File: src/rtl/pipeline_pkg.sv
// +----------------------------------------------------------------------------+
// | pipeline_pkg : shared widths, MEM-stage FSM encoding and the pipeline      |
// |                register field bundles.                                     |
// | Revision     : 1.0                                                          |
// +----------------------------------------------------------------------------+
`default_nettype none

package pipeline_pkg;

  localparam int REG_ADDR_W = 5;
  localparam int DATA_W     = 32;

  localparam logic [0:0] c_IDLE = 1'b0;
  localparam logic [0:0] c_WAIT = 1'b1;

  typedef struct packed {
    logic                  valid;
    logic                  memRead;
    logic                  memWrite;
    logic                  regWrite;
    logic                  memToReg;
    logic [REG_ADDR_W-1:0] writeReg;
    logic [DATA_W-1:0]     alu;
    logic [DATA_W-1:0]     wdata;
  } exmem_t;

  typedef struct packed {
    logic                  valid;
    logic                  regWrite;
    logic                  memToReg;
    logic [REG_ADDR_W-1:0] writeReg;
    logic [DATA_W-1:0]     aluOutput;
    logic [DATA_W-1:0]     memData;
  } memwb_t;

endpackage

`default_nettype wire

File: src/rtl/dmem_access_fsm.sv
// +----------------------------------------------------------------------------+
// | dmem_access_fsm : request/acknowledge sequencer for the data RAM, with an  |
// |                   optional watchdog enabled by MEM_TIMEOUT_EN.             |
// | Revision        : 1.0                                                      |
// +----------------------------------------------------------------------------+
`default_nettype none

module dmem_access_fsm
  import pipeline_pkg::*;
#(
  parameter int TIMEOUT_CYCLES = 16
) (
  input  logic clk,
  input  logic rst_n,
  input  logic mem_op_i,
  input  logic ack_i,
  output logic req_o,
  output logic stall_o,
  output logic abort_o
`ifdef MEM_TIMEOUT_EN
  ,
  output logic timeout_o
`endif
);

  logic [0:0] r_state_q;
  logic [0:0] w_state_d;
  logic       w_abort;

  always_ff @(posedge clk or negedge rst_n) begin
    if (!rst_n) begin
      r_state_q <= c_IDLE;
    end else begin
      r_state_q <= w_state_d;
    end
  end

  always_comb begin
    w_state_d = r_state_q;
    case (r_state_q)
      c_IDLE: if (mem_op_i && !ack_i) w_state_d = c_WAIT;
      c_WAIT: if (!mem_op_i || ack_i || w_abort) w_state_d = c_IDLE;
      default: w_state_d = c_IDLE;
    endcase
  end

  // The request is held purely by the frozen EX/MEM register, so it is stable through WAIT.
  always_comb begin
    req_o   = mem_op_i;
    stall_o = mem_op_i & ~ack_i & ~w_abort;
    abort_o = w_abort;
  end

`ifdef MEM_TIMEOUT_EN
  logic [7:0] r_cnt_q;
  logic       r_timeout_q;

  always_ff @(posedge clk or negedge rst_n) begin
    if (!rst_n) begin
      r_cnt_q     <= '0;
      r_timeout_q <= 1'b0;
    end else begin
      r_cnt_q     <= (r_state_q == c_WAIT) ? r_cnt_q + 8'd1 : 8'd0;
      r_timeout_q <= r_timeout_q | w_abort;
    end
  end

  // The IDLE request cycle counts as the first stalled cycle, hence the -1.
  assign w_abort   = (r_state_q == c_WAIT) && mem_op_i && !ack_i &&
                     (r_cnt_q == 8'(TIMEOUT_CYCLES - 1));
  assign timeout_o = r_timeout_q;
`else
  logic w_unused_timeout;
  assign w_unused_timeout = (TIMEOUT_CYCLES != 0);
  assign w_abort          = 1'b0;
`endif

endmodule

`default_nettype wire

File: src/rtl/mem_access_stage.sv
// +----------------------------------------------------------------------------+
// | mem_access_stage : MEM stage - EX/MEM and MEM/WB registers, alignment      |
// |                    check and data-RAM access. Option: MEM_TIMEOUT_EN.      |
// | Revision         : 1.0                                                     |
// +----------------------------------------------------------------------------+
`default_nettype none

module mem_access_stage
  import pipeline_pkg::*;
#(
  parameter int ADDR_W         = 32,
  parameter int TIMEOUT_CYCLES = 16
) (
  input  logic                  clk,
  input  logic                  rst_n,
  input  logic [DATA_W-1:0]     ex_aluOutput,
  input  logic [DATA_W-1:0]     ex_writeDataToDataRAM,
  input  logic                  ex_valid,
  input  logic                  ex_memRead,
  input  logic                  ex_memWrite,
  input  logic                  ex_regWrite,
  input  logic                  ex_memToReg,
  input  logic [REG_ADDR_W-1:0] ex_writeReg,
  output logic                  dmem_req,
  output logic                  dmem_we,
  output logic [ADDR_W-1:0]     dmem_addr,
  output logic [DATA_W-1:0]     dmem_wdata,
  input  logic                  dmem_ack,
  input  logic [DATA_W-1:0]     dmem_rdata,
  output logic                  memStall,
  output logic [DATA_W-1:0]     mem_memoryData,
  output logic                  mem_memOutOrAluOutWriteBackToRegFile,
  output logic                  alignError,
  output logic                  wb_valid,
  output logic                  wb_regWrite,
  output logic                  wb_memToReg,
  output logic [REG_ADDR_W-1:0] wb_writeReg,
  output logic [DATA_W-1:0]     wb_aluOutput,
  output logic [DATA_W-1:0]     wb_memData
`ifdef MEM_TIMEOUT_EN
  ,
  output logic                  memTimeout
`endif
);

  exmem_t r_exmem_q, w_exmem_d;
  memwb_t r_memwb_q, w_memwb_d;
  logic   r_align_err_q;

  logic w_is_mem;
  logic w_aligned;
  logic w_mem_op;
  logic w_misalign;
  logic w_done;
  logic w_stall;
  logic w_abort;

  assign w_is_mem   = r_exmem_q.valid & (r_exmem_q.memRead | r_exmem_q.memWrite);
  assign w_aligned  = (r_exmem_q.alu[1:0] == 2'b00);
  assign w_mem_op   = w_is_mem & w_aligned;
  assign w_misalign = w_is_mem & ~w_aligned;
  assign w_done     = w_mem_op & dmem_ack;

  dmem_access_fsm #(
    .TIMEOUT_CYCLES (TIMEOUT_CYCLES)
  ) u_fsm (
    .clk       (clk),
    .rst_n     (rst_n),
    .mem_op_i  (w_mem_op),
    .ack_i     (dmem_ack),
    .req_o     (dmem_req),
    .stall_o   (w_stall),
    .abort_o   (w_abort)
`ifdef MEM_TIMEOUT_EN
    ,
    .timeout_o (memTimeout)
`endif
  );

  always_comb begin
    w_exmem_d = r_exmem_q;
    if (!w_stall) begin
      w_exmem_d.valid    = ex_valid;
      w_exmem_d.memRead  = ex_memRead;
      w_exmem_d.memWrite = ex_memWrite;
      w_exmem_d.regWrite = ex_regWrite;
      w_exmem_d.memToReg = ex_memToReg;
      w_exmem_d.writeReg = ex_writeReg;
      w_exmem_d.alu      = ex_aluOutput;
      w_exmem_d.wdata    = ex_writeDataToDataRAM;
    end
  end

  // While stalled WB sees a bubble; data fields simply keep their last value.
  always_comb begin
    w_memwb_d = r_memwb_q;
    if (w_stall) begin
      w_memwb_d.valid    = 1'b0;
      w_memwb_d.regWrite = 1'b0;
    end else begin
      w_memwb_d.valid     = r_exmem_q.valid;
      w_memwb_d.regWrite  = r_exmem_q.regWrite & ~w_misalign & ~w_abort;
      w_memwb_d.memToReg  = r_exmem_q.memToReg;
      w_memwb_d.writeReg  = r_exmem_q.writeReg;
      w_memwb_d.aluOutput = r_exmem_q.alu;
      w_memwb_d.memData   = w_done ? dmem_rdata : '0;
    end
  end

  always_ff @(posedge clk or negedge rst_n) begin
    if (!rst_n) begin
      r_exmem_q     <= '0;
      r_memwb_q     <= '0;
      r_align_err_q <= 1'b0;
    end else begin
      r_exmem_q     <= w_exmem_d;
      r_memwb_q     <= w_memwb_d;
      r_align_err_q <= r_align_err_q | w_misalign;
    end
  end

  assign dmem_we    = w_mem_op & r_exmem_q.memWrite;
  assign dmem_addr  = r_exmem_q.alu[ADDR_W-1:0];
  assign dmem_wdata = r_exmem_q.wdata;
  assign memStall   = w_stall;

  assign mem_memoryData                       = dmem_rdata;
  assign mem_memOutOrAluOutWriteBackToRegFile = r_exmem_q.valid & r_exmem_q.memToReg;
  assign alignError                           = r_align_err_q;

  assign wb_valid     = r_memwb_q.valid;
  assign wb_regWrite  = r_memwb_q.regWrite;
  assign wb_memToReg  = r_memwb_q.memToReg;
  assign wb_writeReg  = r_memwb_q.writeReg;
  assign wb_aluOutput = r_memwb_q.aluOutput;
  assign wb_memData   = r_memwb_q.memData;

endmodule

`default_nettype wire

File: config.mk
export PLATFORM = sky130hd
export DESIGN_NAME = mem_access_stage
export DESIGN_NICKNAME = d
export VERILOG_FILES = /design/src/rtl/pipeline_pkg.sv /design/src/rtl/dmem_access_fsm.sv /design/src/rtl/mem_access_stage.sv
export SDC_FILE = /design/constraint.sdc
export NUM_CORES = 1
export LEC_CHECK = 0
export CORE_MARGIN = 3
export CORE_UTILIZATION = 42
export CTS_CLUSTER_DIAMETER = 80
export DETAILED_ROUTE_END_ITERATION = 6
export GPL_TIMING_DRIVEN = 0
export PLACE_DENSITY = 0.8
export SLEW_MARGIN = 40
export SYNTH_ARGS = -nofsm -noshare
export SYNTH_HDL_FRONTEND = slang
export SYNTH_SLANG_ARGS = --single-unit
File: constraint.sdc
create_clock -name clk -period 1.9 [get_ports clk]
set_input_delay 0.38 -clock clk [delete_from_list [all_inputs] [get_ports clk]]
set_output_delay 0.38 -clock clk [all_outputs]
set_load 0.01 [all_outputs]
# ---- Word level (Yosys, flattened, before mapping)
# Index checks and enable logic that the tools add are counted.
dict set report classes {
  mux 2
  n_bitwise 13
  reduce_logical 1
}
# cell n
set ops {}
lappend ops {{2-to-1 mux 32 bit} 1}
lappend ops {{bitwise AND 1 bit} 8}
lappend ops {{inverter 1 bit} 3}
lappend ops {{logical NOT 2 bit} 1}
lappend ops {{2-to-1 mux 2 bit} 1}
lappend ops {{OR 1 bit} 2}
dict set report totals {
  ff_bits 147
  inputBits 109
}

# ---- Logic depth before layout (Yosys ltp)
# Gate-level depths: netlist of run 1.
dict set report logic_depth {
  depth_word 6
  ltp_mapped 6
  depth_no_buf 3
}

# ---- Cells and area by module
# Synthesis of run 1 repeated with hierarchy kept, for this count alone.
dict set report hier_totals {
  hier_cells 420
  area_unflattened_um2 6241.0
}
# mod area_per_inst_um2 cells_each seq_area_each_um2 instances
set by_module_without_submodules {}
lappend by_module_without_submodules {mem_access_stage 6208.5 416 3678.5 1}
lappend by_module_without_submodules {dmem_access_fsm 32.5 4 0.0 1}

# ---- Worst setup path before layout of run 1
# Ideal clock, no wire load.
dict set report synth_path {
  path_type {input to register}
  startpoint {in dmem_ack}
  endpoint {reg r_exmem_q, in the netlist dmem_addr[10]}
  path_slack_ns 0.297
  stages 6
  arrival_ns 1.478
  setup_time_ns 0.125
  path_buffers 4
  path_cell_list {buf_2 and4bb_1 buf_6 buf_6 buf_6 mux2_4}
}
dict set report synth_via {
  elab_chain_cells 2
}
# item line
set synth_lines {}
lappend synth_lines {{start, declared} mem_access_stage.sv:28} ;# input logic dmem_ack,
lappend synth_lines {{inverter 1 bit} dmem_access_fsm.sv:50} ;# stall_o = mem_op_i & ~ack_i & ~w_abort;
lappend synth_lines {{bitwise AND 1 bit} dmem_access_fsm.sv:50}
lappend synth_lines {{end signal, assigned} mem_access_stage.sv:116} ;# r_exmem_q <= w_exmem_d;
lappend synth_lines {{end, declared} mem_access_stage.sv:46} ;# exmem_t r_exmem_q, w_exmem_d;
# Every way passes these cells.
# A chain may end at the register's enable or synchronous reset.

# ---- Worst setup path in the final report of run 1
dict set report layout_path {
  startpoint {in dmem_rdata[3]}
  endpoint {out mem_memoryData[3]}
}
# item line
set layout_rtl {}
lappend layout_rtl {{start, declared} mem_access_stage.sv:29} ;# input logic [DATA_W-1:0] dmem_rdata,
lappend layout_rtl {{end, declared} mem_access_stage.sv:31} ;# output logic [DATA_W-1:0] mem_memoryData,
# No word-level cell between the ends.

==> impl_metrics.ini, run 1 <==
[logic_synthesis]
synth_top_area_share = 0.570
syn_inst = 451
synth.area.top_cells = dfrtp_1 57%, mux2_2 11%, buf_4 11%, mux2_4 9.8%, mux2i_1 5.0%
avgSynthCellArea_um2 = 14.3
synth_cell_type_count = 20
yosysWarnings = 0
synth_top_cell_by_area = dfrtp_1
ys_seq_area_frac = 0.570
synth-seq-cells = 147
synth_area_mm2 = 0.00645
syn-num-nets = 560

[sta]
relSlewSlack = 0.629
period_share = 0.996
rsz0062_at_grt = yes
clock.fmax_ghz = 0.528
min_period_ps = 1890
fin_ws_ps = 6.73
fin_worst_skew_ps = 6.37
final-hold-violation-count = 0
drv_slew = 0
setup_viol = 0
worst_pin_slew_ps = 557

[floorplan]
die-area_mm2 = 0.0169
rows = 44
die_h_um = 130
io_pins = 282
initial_core_util = 0.437
chipWidth_um = 130
core_mm2 = 0.0148

[clock_tree]
clock_latency_ps = 410
cts_num_sinks = 147
htree_num_levels = 4
path_clk_slew_ps = 60
cts_buffers = 17
clockBufferDepth = 2
cts_tree = done
root_buffer = clkbuf_16

[flow_run]
maxCapViolCount = 0

[place]
post-place-ws_ps = -411
dpl.hpwl_um = 12200
gp_congestion = 0.804
io_buffers = 280

[pwr]
p_leak_nw = 4.70
pwr-share-clk = 0.398
p_sw_frac = 0.235
internal_power_w = 0.00617
finalPower_w = 0.00807
p_seq_frac = 0.426
comb_power_share = 0.176
power.switching_w = 0.00190
irDropWorstVdd_mv = 0.474
p_per_area_mw_per_mm2 = 791

[global_route]
grtUsageTotal = 0.198
grt_pass1_vias = 4747
grt_util_met1 = 0.226
busiest_layer = met2
met2_usage = 0.339
grt_max_degree = 77
grt_overflow = 0
antenna_found_initial = 0
grt_pass1_wl_um = 25500
grt_util_met3 = 0.0733

[setup_path]
cp-end-kind = output pin
r2r-end = wb_aluOutput[31]$_DFFE_PN0N_
start_kind = input port
r2r_start = dmem_addr[1]$_DFFE_PN0N_
crit_end = mem_memoryData[3]
rrSetupSlack_ps = 70
ff2ff_path_depth = 6
cp_cell_sequence = clkdlybuf4s50_1 > buf_4 > clkdlybuf4s50_1
crit_buf_inv = 3
crit_path_top_delay_cell = clkdlybuf4s50_1
crit_cells = 3
cp_top_family = buffers and inverters
criticalPathCategory = input port to output pin
path_max_fanout = 2
cp.arrival_ps = 1510
crit_top_cell = clkdlybuf4s50_1
crit_path_start = dmem_rdata[3]
cpPeakStageDelay_ps = 530
crit_required_ps = 1520

[hold_path]
hold_path.class = input port to flip-flop
hold_depth = 3
min_from = dmem_ack

[drt]
ant_nets = 0
drc_errors = 0
wire_per_inst_um = 17.5
viasPerCell = 4.63
dr_total_vias = 4432
totalWireLength_um = 16800
drt-pass1-iter-count = 4
drtIter0Drc = 149

[cells_and_area]
final_common_cell = clkdlybuf4s50_1
drive_above_1_share = 0.349
area_growth_syn_to_layout_pct = 58.3
final_cell_mix = 252 x clkdlybuf4s50_1, 146 x dfrtp_1, 107 x buf_4
nNetsFinal = 870
nFillCells = 1042
num_antenna_cells = 0

[status]
status = completed
layer usage:
metal  up-vias  routed length (µm)  part of all wire
li1       2038                   -                 -
met1      2191                6380              0.38
met2       177                8770              0.52
met3        26                1310             0.078
met4         0                 311             0.019
met5         -                   0                 0
cell families (layout without fill, tap and decap cells):
group,count (synthesis),in the layout,synth area share
muxes,139,139,0.261
AOI/OAI and AO/OA,3,3,0.00369
buffers and inverters,117,440,0.134
DFF,147,147,0.570
and+or+nand+nor,45,45,0.0309
worst register-to-register path: cells and delay by family, from the launching register on:
family	cells	cell delay (ps)
and+or+nand+nor	2	440
buffers and inverters	3	530
muxes	1	340
DFF	1	420
power groups by stage:
stage	Clock, W	Sequential (W)	Combinational, W
global route	0.00344	0.00346	0.00152
finish	0.00321	0.00344	0.00142
global placement	0	0.00348	0.00138
floorplan	0	0.00350	0.000567
CTS	0.00328	0.00344	0.00144
detailed placement	0	0.00349	0.00142
cell usage after synthesis:
master    count
and3_1        1
buf_4        96
nor2_1       35
buf_2        10
and2_1        1
nand2b_1      1
mux2_2       65
nand3b_1      1
clkbuf_1      3
and4bb_1      1
mux2_4       42
buf_6         7
a21o_1        2
dfrtp_1     147
or2_2         1
nor2b_1       3
inv_1         1
nand2_1       1
o221ai_1      1
mux2i_1      32
per-stage QoR:
stage,cells,area (µm²),hold slack [ps],TNS (ps),utilization
after global placement,915,9480,464,-758670,0.643
after detailed placement,916,9510,375,-774,0.645
final,958,10200,377,0,0.692
after floorplan,451,6450,84.4,0,-
after global routing,958,10200,362,-64.9,0.692
after CTS,957,10200,358,-2220,0.688
final cells by class:
class / count / area (µm²) / area share
flip-flops and latches: 147 / 3680 / 0.361
repair buffers: 294 / 2960 / 0.290
multi-input cells: 187 / 1920 / 0.188
plain buffers: 113 / 847 / 0.0830
clock buffers: 19 / 433 / 0.0424
well taps: 184 / 230 / 0.0226
clock inverters: 13 / 138 / 0.0135
inverters: 1 / 3.75 / 0.000368
how the worst min path moves through the flow:
stage,to,slack (ps)
floorplan,alignError$_DFF_PN0_,80
global placement,wb_aluOutput[1]$_DFFE_PN0N_,460
detailed placement,dmem_wdata[24]$_DFFE_PN0N_,380
CTS,wb_memData[0]$_DFFE_PN0N_,360
global route,wb_memData[0]$_DFFE_PN0N_,360
finish,wb_memData[31]$_DFFE_PN0N_,380
state kept, by name (all words and copies together), names as in the netlist:
name,flops
wb_aluOutput,32
wb_writeReg,5
dmem_addr,32
wb_valid,1
wb_memData,32
wb_regWrite,1
alignError,1
r_exmem_q,10
dmem_wdata,32
wb_memToReg,1
what timing repair did:
action	in CTS	in global routing
setup buffers	10	2
hold buffers	1	0
gates resized for setup	24	19
hold endpoints to repair	71	0
endpoints found under the setup margin	13	108
pin swaps	1	3
(Power assumes the default switching activity.)
==> run 2, diff against run 1 <==
clock period = 1.93 ns   (was 1.9 ns; I/O delays follow)
==> impl_metrics.ini, run 2 (synthesis results as in run 1) <==
[clock_tree]
root_buffer = clkbuf_16
cts_buffers = 17
clock_latency_ps = 420
cts_tree = done
htree_num_levels = 4
cts_num_sinks = 147
path_clk_slew_ps = 60
clockBufferDepth = 2

[cells_and_area]
final_cell_mix = 266 x clkdlybuf4s50_1, 146 x dfrtp_1, 113 x buf_4
nNetsFinal = 870
drive_above_1_share = 0.349
area_growth_syn_to_layout_pct = 58.4
num_antenna_cells = 0
final_common_cell = clkdlybuf4s50_1

[sta]
period_share = 1.03
setup_viol = 51
relSlewSlack = 0.633
clock.fmax_ghz = 0.503
final-hold-violation-count = 0
tns_ps = -1050
fin_worst_skew_ps = 5.32
worst_pin_slew_ps = 550
rsz0062_at_grt = yes
min_period_ps = 1990
fin_ws_ps = -59.5
fin_hold_ws_ps = 373
drv_slew = 0

[pwr]
p_leak_nw = 4.62
comb_power_share = 0.177
power.switching_w = 0.00186
pwr-share-clk = 0.397
p_seq_frac = 0.426
irDropWorstVdd_mv = 0.467
p_sw_frac = 0.234
internal_power_w = 0.00609
p_per_area_mw_per_mm2 = 778

[status]
failed_checks = negative setup slack
status = complete, but fails checks

[setup_path]
criticalPathCategory = flip-flop to output pin
path_max_fanout = 4
cp-end-kind = output pin
cp.arrival_ps = 1600
start_kind = flip-flop
crit_buf_inv = 3
crit_required_ps = 1540
rrSetupSlack_ps = -40
cp_top_family = flip-flops
crit_path_top_delay_cell = dfrtp_2
cp_cell_sequence = nor2_4 > and4bb_2 > buf_12 > buf_12 > buf_6
crit_top_cell = buf_12
cpPeakStageDelay_ps = 450

[drt]
wire_per_inst_um = 17.0
viasPerCell = 4.60
drt-pass1-iter-count = 6
dr_total_vias = 4410
drc_errors = 0
totalWireLength_um = 16300
ant_nets = 0
drtIter0Drc = 160

[global_route]
antenna_found_initial = 0
grt_max_degree = 77
grt_overflow = 0
grt_pass1_wl_um = 25000
grt_pass1_vias = 4719
grtUsageTotal = 0.192

[place]
gp_congestion = 0.804
io_buffers = 280
dpl.hpwl_um = 12200

[floorplan]
initial_core_util = 0.437
die-area_mm2 = 0.0169
core_mm2 = 0.0148
chipWidth_um = 130
io_pins = 282
rows = 44
die_h_um = 130

[flow_run]
maxCapViolCount = 0

[hold_path]
hold_path.class = input port to flip-flop
-- run 2: cell types whose count changed in the layout (fill, tap and decap cells not counted), sizes merged --
cell           delta
dlymetal6s2s      -8
clkdlybuf4s50    +14
dlygate4sd2       -6
-- run 2: routing by layer --
| layer | wire length, µm | vias up | share of wire | global-route usage |
|---|---|---|---|---|
| met5 | 0 | - | 0 | 0 |
| met4 | 344 | 0 | 0.021 | 0.0770 |
| met3 | 1290 | 27 | 0.079 | 0.0733 |
| met2 | 8480 | 179 | 0.52 | 0.331 |
| met1 | 6140 | 2167 | 0.38 | 0.216 |
| li1 | - | 2037 | - | - |
-- run 2: repair_timing --
| action | in CTS | in global routing |
|---|---|---|
| hold buffers | 1 | 0 |
| setup endpoints to repair | 6 | 77 |
| buffers inserted | 5 | 6 |
| resized for setup | 24 | 11 |
| pin swaps | 0 | 3 |
| hold endpoints to repair | 71 | 0 |
-- run 2: worst paths after layout --
kind | from | end | depth (start not counted)
min | dmem_ack | wb_memData[0]$_DFFE_PN0N_ | 3
max reg2reg | dmem_addr[0]$_DFFE_PN0N_ | wb_aluOutput[11]$_DFFE_PN0N_ | 6
max in group asynchronous | rst_n | wb_aluOutput[22]$_DFFE_PN0N_ | 3
max | dmem_addr[0]$_DFFE_PN0N_ | memStall | 5
min reg2reg | wb_aluOutput[1]$_DFFE_PN0N_ | wb_aluOutput[1]$_DFFE_PN0N_ | 1
min in group asynchronous | rst_n | dmem_wdata[24]$_DFFE_PN0N_ | 2
-- run 2: worst reg2reg max path, delay by kind of cell, from the launching register on --
kind / cells / cell delay (ps)
buffers and inverters: 3 / 620
flip-flops: 1 / 450
AND/OR/NAND/NOR: 2 / 430
multiplexers: 1 / 360
-- run 2: power groups by stage --
stage          registers [W]  clock network (W)  logic [W]
6_report             0.00338            0.00316    0.00140
5_1_grt              0.00340            0.00339    0.00150
4_1_cts              0.00338            0.00323    0.00142
3_5_place_dp         0.00344                  0    0.00139
3_3_place_gp         0.00343                  0    0.00136
2_1_floorplan        0.00345                  0   0.000559
-- run 2: area by class of cell --
type / count / area (µm²)
Buffer: 114 / 882
Inverter: 1 / 3.75
Tap cell: 184 / 230
Multi-Input combinational cell: 187 / 1920
Fill cell: 1045 / 4540
Sequential cell: 147 / 3680
Clock buffer: 19 / 433
Timing Repair Buffer: 293 / 2930
Clock inverter: 13 / 138
-- run 2: metrics by stage --
stage	util	area [µm²]	power, W	std cells	worst slack [ps]
3_3_place_gp	0.643	9480	0.00479	915	-5140
2_1_floorplan	-	6450	0.00401	451	321
6_report	0.692	10200	0.00794	958	-59.5
5_1_grt	0.692	10200	0.00830	958	-114
4_1_cts	0.688	10100	0.00803	952	-111
3_5_place_dp	0.645	9510	0.00483	916	-387
